`src/rtl/multicycle_control_fsm_pkg.sv`:
```
// Shared control definitions for the multi-cycle RISC-V core: opcodes,
// sequencer states and datapath select encodings.
package multicycle_control_fsm_pkg;

  localparam logic [6:0] OPCODE_LOAD   = 7'h03;
  localparam logic [6:0] OPCODE_ITYPE  = 7'h13;
  localparam logic [6:0] OPCODE_AUIPC  = 7'h17;
  localparam logic [6:0] OPCODE_STORE  = 7'h23;
  localparam logic [6:0] OPCODE_RTYPE  = 7'h33;
  localparam logic [6:0] OPCODE_LUI    = 7'h37;
  localparam logic [6:0] OPCODE_BRANCH = 7'h63;
  localparam logic [6:0] OPCODE_JALR   = 7'h67;
  localparam logic [6:0] OPCODE_JAL    = 7'h6F;

  localparam logic [6:0] FUNCT7_MULDIV = 7'b0000001;

  localparam logic [1:0] CAUSE_NONE    = 2'd0;
  localparam logic [1:0] CAUSE_ILLEGAL = 2'd1;
  localparam logic [1:0] CAUSE_IBUS    = 2'd2;
  localparam logic [1:0] CAUSE_DBUS    = 2'd3;

  typedef enum logic [2:0] {
    S_FETCH, S_DECODE, S_EXEC, S_MEM, S_MULDIV, S_WB, S_TRAP
  } ctrl_state_e;

  typedef enum logic [1:0] {PC_PLUS4, PC_TARGET, PC_JALR} pc_sel_e;

  typedef enum logic [1:0] {WB_ALU, WB_MEM, WB_PC4} wb_sel_e;

  typedef enum logic [2:0] {IMM_NONE, IMM_I, IMM_S, IMM_B, IMM_U, IMM_J} imm_sel_e;

  typedef enum logic [2:0] {
    ALU_NONE, ALU_ADD, ALU_BRANCH, ALU_RTYPE, ALU_ITYPE, ALU_LUI
  } alu_op_class_e;

endpackage

```
`src/rtl/ctrl_opcode_decoder.sv`:
```
// Combinational opcode decode: immediate format, ALU operand/class,
// writeback source, and instruction legality.
module ctrl_opcode_decoder
  import multicycle_control_fsm_pkg::*;
#(
  parameter bit EN_MULDIV = 1'b1
) (
  input  logic [6:0]    opcode_i,
  input  logic [6:0]    funct7_i,
  output imm_sel_e      imm_sel_o,
  output logic          alu_src_b_o,
  output alu_op_class_e alu_op_o,
  output wb_sel_e       wb_sel_o,
  output logic          legal_o,
  output logic          muldiv_o
);

  always_comb begin
    imm_sel_o   = IMM_NONE;
    alu_src_b_o = 1'b0;
    alu_op_o    = ALU_NONE;
    wb_sel_o    = WB_ALU;
    legal_o     = 1'b1;
    case (opcode_i)
      OPCODE_RTYPE: alu_op_o = ALU_RTYPE;
      OPCODE_ITYPE: begin imm_sel_o = IMM_I; alu_src_b_o = 1'b1; alu_op_o = ALU_ITYPE; end
      OPCODE_LOAD: begin
        imm_sel_o = IMM_I; alu_src_b_o = 1'b1; alu_op_o = ALU_ADD; wb_sel_o = WB_MEM;
      end
      OPCODE_STORE: begin imm_sel_o = IMM_S; alu_src_b_o = 1'b1; alu_op_o = ALU_ADD; end
      OPCODE_BRANCH: begin imm_sel_o = IMM_B; alu_op_o = ALU_BRANCH; end
      OPCODE_JAL: begin
        imm_sel_o = IMM_J; alu_src_b_o = 1'b1; alu_op_o = ALU_ADD; wb_sel_o = WB_PC4;
      end
      OPCODE_JALR: begin
        imm_sel_o = IMM_I; alu_src_b_o = 1'b1; alu_op_o = ALU_ADD; wb_sel_o = WB_PC4;
      end
      OPCODE_LUI:   begin imm_sel_o = IMM_U; alu_src_b_o = 1'b1; alu_op_o = ALU_LUI; end
      OPCODE_AUIPC: begin imm_sel_o = IMM_U; alu_src_b_o = 1'b1; alu_op_o = ALU_ADD; end
      default: legal_o = 1'b0;
    endcase
    muldiv_o = (opcode_i == OPCODE_RTYPE) && (funct7_i == FUNCT7_MULDIV);
    // M-extension encodings are only legal when the mul/div unit exists.
    if (muldiv_o && !EN_MULDIV) legal_o = 1'b0;
  end

endmodule

```
`src/rtl/multicycle_control_fsm.sv`:
```
// Multi-cycle main control: sequences FETCH/DECODE/EXEC/MEM/MULDIV/WB with
// bounded memory waits and trap reporting.
module multicycle_control_fsm
  import multicycle_control_fsm_pkg::*;
#(
  parameter int unsigned MEM_TIMEOUT = 16,
  parameter bit          EN_MULDIV   = 1'b1
) (
  input  logic          clk_i,
  input  logic          rst_ni,
  input  logic [6:0]    opcode_i,
  input  logic [6:0]    funct7_i,
  input  logic          imem_ready_i,
  input  logic          dmem_ready_i,
  input  logic          muldiv_done_i,
  input  logic          trap_clear_i,
  output logic          imem_req_o,
  output logic          dmem_req_o,
  output logic          dmem_we_o,
  output logic          ir_write_o,
  output logic          pc_write_o,
  output logic          pc_write_cond_o,
  output pc_sel_e       pc_sel_o,
  output logic          alu_src_b_o,
  output imm_sel_e      imm_sel_o,
  output alu_op_class_e alu_op_o,
  output wb_sel_e       wb_sel_o,
  output logic          reg_write_o,
  output logic          muldiv_start_o,
  output logic          trap_o,
  output logic [1:0]    trap_cause_o,
  output ctrl_state_e   state_o
);

  // A wait cycle at this count is the last one before the bus-error trap.
  localparam logic [7:0] WaitLast = 8'(MEM_TIMEOUT - 1);

  ctrl_state_e   state_q, state_d;
  logic [7:0]    wait_q, wait_d;
  logic [1:0]    cause_q, cause_d;
  logic          start_q, start_d;

  imm_sel_e      dec_imm;
  logic          dec_src_b;
  alu_op_class_e dec_alu;
  wb_sel_e       dec_wb;
  logic          dec_legal;
  logic          dec_muldiv;

  ctrl_opcode_decoder #(.EN_MULDIV(EN_MULDIV)) u_dec (
    .opcode_i    (opcode_i),
    .funct7_i    (funct7_i),
    .imm_sel_o   (dec_imm),
    .alu_src_b_o (dec_src_b),
    .alu_op_o    (dec_alu),
    .wb_sel_o    (dec_wb),
    .legal_o     (dec_legal),
    .muldiv_o    (dec_muldiv)
  );

  always_ff @(posedge clk_i or negedge rst_ni) begin
    if (!rst_ni) begin
      state_q <= S_FETCH;
      wait_q  <= '0;
      cause_q <= CAUSE_NONE;
      start_q <= 1'b0;
    end else begin
      state_q <= state_d;
      wait_q  <= wait_d;
      cause_q <= cause_d;
      start_q <= start_d;
    end
  end

  always_comb begin
    state_d         = state_q;
    wait_d          = '0;
    cause_d         = cause_q;
    start_d         = 1'b0;
    imem_req_o      = 1'b0;
    dmem_req_o      = 1'b0;
    dmem_we_o       = 1'b0;
    ir_write_o      = 1'b0;
    pc_write_o      = 1'b0;
    pc_write_cond_o = 1'b0;
    pc_sel_o        = PC_PLUS4;
    alu_src_b_o     = 1'b0;
    imm_sel_o       = IMM_NONE;
    alu_op_o        = ALU_NONE;
    wb_sel_o        = WB_ALU;
    reg_write_o     = 1'b0;
    muldiv_start_o  = 1'b0;
    trap_o          = 1'b0;
    case (state_q)
      S_FETCH: begin
        imem_req_o = 1'b1;
        if (imem_ready_i) begin
          ir_write_o = 1'b1;
          pc_write_o = 1'b1;
          state_d    = S_DECODE;
        end else if (wait_q == WaitLast) begin
          state_d = S_TRAP;
          cause_d = CAUSE_IBUS;
        end else begin
          wait_d = wait_q + 8'd1;
        end
      end
      S_DECODE: begin
        if (!dec_legal) begin
          state_d = S_TRAP;
          cause_d = CAUSE_ILLEGAL;
        end else if (dec_muldiv) begin
          state_d = S_MULDIV;
          start_d = 1'b1;
        end else begin
          state_d = S_EXEC;
        end
      end
      S_EXEC: begin
        imm_sel_o   = dec_imm;
        alu_src_b_o = dec_src_b;
        alu_op_o    = dec_alu;
        state_d     = S_WB;
        case (opcode_i)
          OPCODE_BRANCH: begin
            pc_write_cond_o = 1'b1;
            pc_sel_o        = PC_TARGET;
            state_d         = S_FETCH;
          end
          OPCODE_JAL:  begin pc_write_o = 1'b1; pc_sel_o = PC_TARGET; end
          OPCODE_JALR: begin pc_write_o = 1'b1; pc_sel_o = PC_JALR; end
          OPCODE_LOAD, OPCODE_STORE: state_d = S_MEM;
          default: ;
        endcase
      end
      S_MEM: begin
        dmem_req_o = 1'b1;
        dmem_we_o  = (opcode_i == OPCODE_STORE);
        if (dmem_ready_i) begin
          state_d = (opcode_i == OPCODE_STORE) ? S_FETCH : S_WB;
        end else if (wait_q == WaitLast) begin
          state_d = S_TRAP;
          cause_d = CAUSE_DBUS;
        end else begin
          wait_d = wait_q + 8'd1;
        end
      end
      S_MULDIV: begin
        muldiv_start_o = start_q;
        if (muldiv_done_i) state_d = S_WB;
      end
      S_WB: begin
        reg_write_o = 1'b1;
        wb_sel_o    = dec_wb;
        state_d     = S_FETCH;
      end
      S_TRAP: begin
        trap_o = 1'b1;
        if (trap_clear_i) begin
          cause_d = CAUSE_NONE;
          state_d = S_FETCH;
        end
      end
      default: state_d = S_FETCH;
    endcase
    // While reset is held the FETCH decode must not leak a request or strobe.
    if (!rst_ni) begin
      imem_req_o = 1'b0;
      ir_write_o = 1'b0;
      pc_write_o = 1'b0;
    end
  end

  assign trap_cause_o = cause_q;
  assign state_o      = state_q;

endmodule

```
`config.mk`:
```
export PLATFORM = sky130hd
export DESIGN_NAME = multicycle_control_fsm
export DESIGN_NICKNAME = d
export VERILOG_FILES = /design/src/rtl/multicycle_control_fsm_pkg.sv /design/src/rtl/ctrl_opcode_decoder.sv /design/src/rtl/multicycle_control_fsm.sv
export SDC_FILE = /design/constraint.sdc
export NUM_CORES = 1
export LEC_CHECK = 0
export CORE_ASPECT_RATIO = 0.5
export CORE_MARGIN = 2
export CORE_UTILIZATION = 30
export CTS_CLUSTER_DIAMETER = 100
export DETAILED_ROUTE_END_ITERATION = 10
export PLACE_DENSITY_LB_ADDON = 0.25
export SLEW_MARGIN = 20
export SYNTH_ARGS = -nofsm -noshare
export SYNTH_HDL_FRONTEND = slang
export SYNTH_SLANG_ARGS = --single-unit
```
`constraint.sdc`:
```
create_clock -name clk_i -period 1.6 [get_ports clk_i]
set_input_delay 0.32 -clock clk_i [delete_from_list [all_inputs] [get_ports clk_i]]
set_output_delay 0.32 -clock clk_i [all_outputs]
set_load 0.01 [all_outputs]
```
### Word-level counts from Yosys, hierarchy flattened

Cells that the tools add are included.

* bits in registers: 14
* word-level logic and storage cells: 92

* add/subtract/negate cells: 1
* eq/ne operators: 24
* mux-type cells: 50
* reductions and logical operators: 13

Operator list (count)
* $mux 3: 10
* $pmux 3 s5: 2
* $mux 8: 3
* $eq 7x6->1 const B: 3
* $eq 7x7->1 const B: 3
* $mux 1: 20
* $pmux 3 s6: 1
* $mux 2: 8
* $pmux 8 s2: 1
* $eq 7x5->1 const B: 2
* $ne 2x2->1 const B: 7
* $eq 3x3->1 const B: 3
* $reduce_or 9->1: 1
* $add 8x1->8 const B: 1
* $eq 8x4->1 const B: 1
* $pmux 2 s2: 2
* $pmux 2 s4: 1
* $reduce_or 2->1: 4
* $eq 7x1->1 const B: 1
* $eq 7x2->1 const B: 1
* $reduce_and 7->1: 1
* $reduce_or 7->1: 1
* $eq 3x2->1 const B: 2
* $pmux 3 s2: 1
* 8 further kinds: 8

### Logic depth before layout (Yosys ltp)

* depth in word-level cells: 5
* gate-level depth with buffers: 7
* depth with buffers taken out: 6

### Modules after synthesis

A second synthesis with hierarchy kept.

* cells, all modules: 168
* area total of the unflattened synthesis: 1310.0 sq um

By module, submodules not included
* multicycle_control_fsm: instances 1, cells each 124, area an instance 1053.5 sq um, sequential area each 350.3 sq um
* ctrl_opcode_decoder: instances 1, cells each 44, area an instance 256.5 sq um, sequential area each 0.0 sq um

### Worst setup path before layout

OpenSTA, ideal clock, no wires.

* kind: register to output
* start: reg state_q[2] (netlist: state_o[2])
* end: out imm_sel_o[2]
* arrival: 1.423 ns
* path slack: -0.143 ns
* cell stages (with the launch flop): 6
* buffers on the path: 1
* cells stage by stage: dfrtp_1 clkbuf_1 inv_1 and3_1 nand3_1 nor3b_1

* cells in the longest elaborated chain, start to end: 2

RTL lines
* start: declaration: line multicycle_control_fsm.sv:38 `ctrl_state_e state_q, state_d;`
* start signal: assignment: line multicycle_control_fsm.sv:68 `state_q <= state_d;`
* $eq 3x2->1: line multicycle_control_fsm.sv:94 `case (state_q)`
* $mux 3: line multicycle_control_fsm.sv:94
* end: declaration: line multicycle_control_fsm.sv:25 `output imm_sel_e imm_sel_o,`

Every way passes these cells.

### Final worst setup path

* start: reg state_q[2] (netlist: state_o[2])
* end: out alu_op_o[1]

* cells in the longest elaborated chain, start to end: 2

RTL lines
* $eq 3x2->1: line multicycle_control_fsm.sv:94
* $mux 3: line multicycle_control_fsm.sv:94
* end: declaration: line multicycle_control_fsm.sv:26 `output alu_op_class_e alu_op_o,`

Every way passes these cells.

==> flow_metrics.env <==
export IMPL_cp_top_family="simple AND/OR/NAND/NOR gates"
export IMPL_cts_sinks=14
export IMPL_htree_levels=1
export IMPL_clock_skew_ps=3.898
export IMPL_slew_limit_headroom_pct=70.11
export IMPL_globalRouteOverflowTotal=0
export IMPL_rsz0062_at_grt="yes"
export IMPL_nets=284
export IMPL_die_x_um=91.70
export IMPL_r2r_slack_ps=0
export IMPL_synth_enable_flop_cells=0
export IMPL_cp_data_required_time_ps=1280
export IMPL_cts_buffers=3
export IMPL_vias=1567
export IMPL_cts_root_buf="clkbuf_8"
export IMPL_final_cells=313
export IMPL_die_area_mm2=0.004388
export IMPL_synth_simple_area_share_pct=38.18
export IMPL_hold_viol=0
export IMPL_clk_pin_slew_ps=60
export IMPL_chipHeight_um=47.85
export IMPL_final_max_slew_viol_count=0
export IMPL_start_kind="flop"
export IMPL_layout_commonest_cell="buf_4"
export IMPL_wl_per_cell_um=14.41
export IMPL_grt_antenna_before_repair=0
export IMPL_rr_endpoint="trap_cause_o[0]$_DFFE_PN0P_"
export IMPL_synth_area_mux_share_pct=0
export IMPL_path_cells="or3b_4 -> nor2_4 -> and3_4 -> buf_6"
export IMPL_drc_errors=0
export IMPL_critPathMaxStageDelay_ps=470
export IMPL_period_share_pct=116.0
export IMPL_synth_top_area_cell="dfrtp_1"
export IMPL_cp_startpoint="state_o[2]$_DFFE_PN0P_"
export IMPL_ant_nets=0
export IMPL_fin_area_mm2=0.002464
export IMPL_antenna_cells=0
export IMPL_finish_utilization_pct=69.45
export IMPL_yosysUniqueCellTypes=39
export IMPL_fin_ws_ps=-255.5
export IMPL_yosys_area_top_type_share_pct=30.37
export IMPL_synth_compound_area_share_pct=18.44
export IMPL_initial_core_util_pct=32.52
export IMPL_holdWs_ps=437.9
export IMPL_async_flop_share_pct=100.0
export IMPL_status="finished, violations left"
export IMPL_hp_class="in -> async"
export IMPL_num_fill_cells=264
export IMPL_p_per_area_mw_per_mm2=1028
export IMPL_drive_above_1_share_pct=61.45
export IMPL_setup_viol=19
export IMPL_cts_max_path_buffers=2
export IMPL_grt_pass1_vias=1486
export IMPL_worst_path_stages=4
export IMPL_post_place_cells=287
export IMPL_avgSynthCellArea_um2=7.691
export IMPL_synth_top_family_by_area="simple AND/OR/NAND/NOR gates"
export IMPL_worstReg2RegStart="state_o[0]$_DFFE_PN0P_"
export IMPL_synth_fa_ha_area_share_pct=1.085
export IMPL_synth_warnings=0
export IMPL_crit_buf_inv=1
export IMPL_max_cap_viol_count=0
export IMPL_grt_pass1_wl_um=6796
export IMPL_worst_pin_slew_ps=444.4
export IMPL_fmaxAchievable_mhz=538.9
export IMPL_cp_arrival_ps=1540
export IMPL_endpoint="alu_op_o[1]"
export IMPL_drtIter0Drc=56
export IMPL_syn_inst=150
export IMPL_viasPerCell=5.006
export IMPL_port_buffers=44
export IMPL_yosys_top_cells_area="dfrtp_1, nor2_1, nand2_1"
export IMPL_leakagePower_nw=1.131
export IMPL_io_pins=45
export IMPL_synth_ff_type="dfrtp_1"
export IMPL_vdd_drop_max_uv=434.3
export IMPL_placed_area_mm2=0.002024
export IMPL_violations="setup timing"
export IMPL_path_max_fanout=5
export IMPL_worst_skew_pair_late_latency_ps=250
export IMPL_synth_ff_latch_count=14
export IMPL_layout_common_cells="buf_4, buf_6, buf_2"
export IMPL_critPathSlowestCell="or3b_4"
export IMPL_r2r_cells=8
export IMPL_cts_tree="yes"
export IMPL_synth_xor_area_share_pct=6.833
export IMPL_rows=15
export IMPL_drt_pass1_iterations=4
export IMPL_core_area_mm2=0.003547
export IMPL_synth_area_mm2=0.001154
export IMPL_grt_max_degree=16
export IMPL_globalRouteTotalUtil_pct=19.79
export IMPL_ys_seq_area_share_pct=30.37
export IMPL_syn_nets=171
export IMPL_worstSetupPathType="reg -> out"
export IMPL_totalWireLength_um=4510
export IMPL_hpwl_um=3002
export IMPL_gp_congestion=0.8676
export IMPL_syn2layout_area_growth_pct=113.6
export IMPL_period_needed_ps=1855
export IMPL_cts_hold_buf=0
export IMPL_place_ws_ps=-754.6
export IMPL_end_kind="primary output"
[power breakdown]
group / total (mW) / internal, mW / switching [mW] / leakage, nW
Sequential: 0.492 / 0.422 / 0.0706 / 0.187
Combinational: 1.69 / 0.934 / 0.754 / 0.916
Clock: 0.352 / 0.218 / 0.134 / 0.0288
[routing by layer]
metal	global-route usage, %	share of wire [%]	vias to the layer above
li1	-	-	760
met1	23.05	44	763
met2	41.18	51	36
met3	2.205	3.5	8
met4	5.075	1.2	0
met5	0	0	-
[sequential cells by signal, summed over array words and instances, names as in the netlist]
register      count
start_q           1
wait_q            8
trap_cause_o      2
state_o           3
[synth_stat cells (2+ instances only)]
master    instances
a211oi_1          2
a21o_1            2
a21oi_1           9
and3_1            7
buf_2             5
clkbuf_1          3
dfrtp_1          14
inv_1             6
nand2_1          19
nand2b_1          3
nand3_1           5
nor2_1           21
nor2b_1           3
nor3_1            9
nor3b_1           3
nor4_1            2
nor4_2            2
o21ai_0           7
xnor2_1           5
xor2_1            4
[cell type report]
class / count / area (um^2) / area share, %
timing repair buffer: 116 / 953.4 / 38.70
multi-input combinational: 122 / 1016 / 41.24
clock buffer: 4 / 55.05 / 2.235
inverter: 6 / 22.52 / 0.9142
sequential: 14 / 352.8 / 14.32
tap: 51 / 63.81 / 2.590
[per-stage QoR]
step / TNS (ps) / power [mW]
floorplan: 0 / 1.039
global placement: -14090 / 1.684
detailed placement: -14750 / 1.697
CTS: -1879 / 2.412
global route: -3122 / 2.663
finish: -2065 / 2.532
[cells by family after synthesis]
family / count (synthesis)
buffers and inverters: 14
AND/OR/NAND/NOR: 81
XOR/XNOR: 9
flip-flops: 14
adder cells (fa/ha/maj): 1
AO/OA/AOI/OAI: 31
[repair_timing]
item,CTS,global route
setup endpoints to repair,29,34
buffers inserted,19,9
cloned,0,1
pin swaps,24,17
resized for setup,168,35
[worst min path at each step]
stage          depth (start not counted)                start  slack [ps]                  end
2_1_floorplan                          0               rst_ni          20    start_q$_DFF_PN0_
3_3_place_gp                           2  wait_q[0]$_DFF_PN0_         510  wait_q[0]$_DFF_PN0_
3_5_place_dp                           2  wait_q[0]$_DFF_PN0_         520  wait_q[0]$_DFF_PN0_
4_1_cts                                2               rst_ni         440    start_q$_DFF_PN0_
5_1_grt                                2               rst_ni         460  wait_q[2]$_DFF_PN0_
6_report                               2               rst_ni         440    start_q$_DFF_PN0_
[worst reg2reg max path, stage by stage, from the launching register on]
cell      delay (ps)
dfrtp_2          430
buf_6            130
nor2_4            40
buf_4            120
buf_6            110
buf_4            140
a221oi_4         320
nand3_1          110
o211ai_1         100
(Power assumes the default switching activity.)
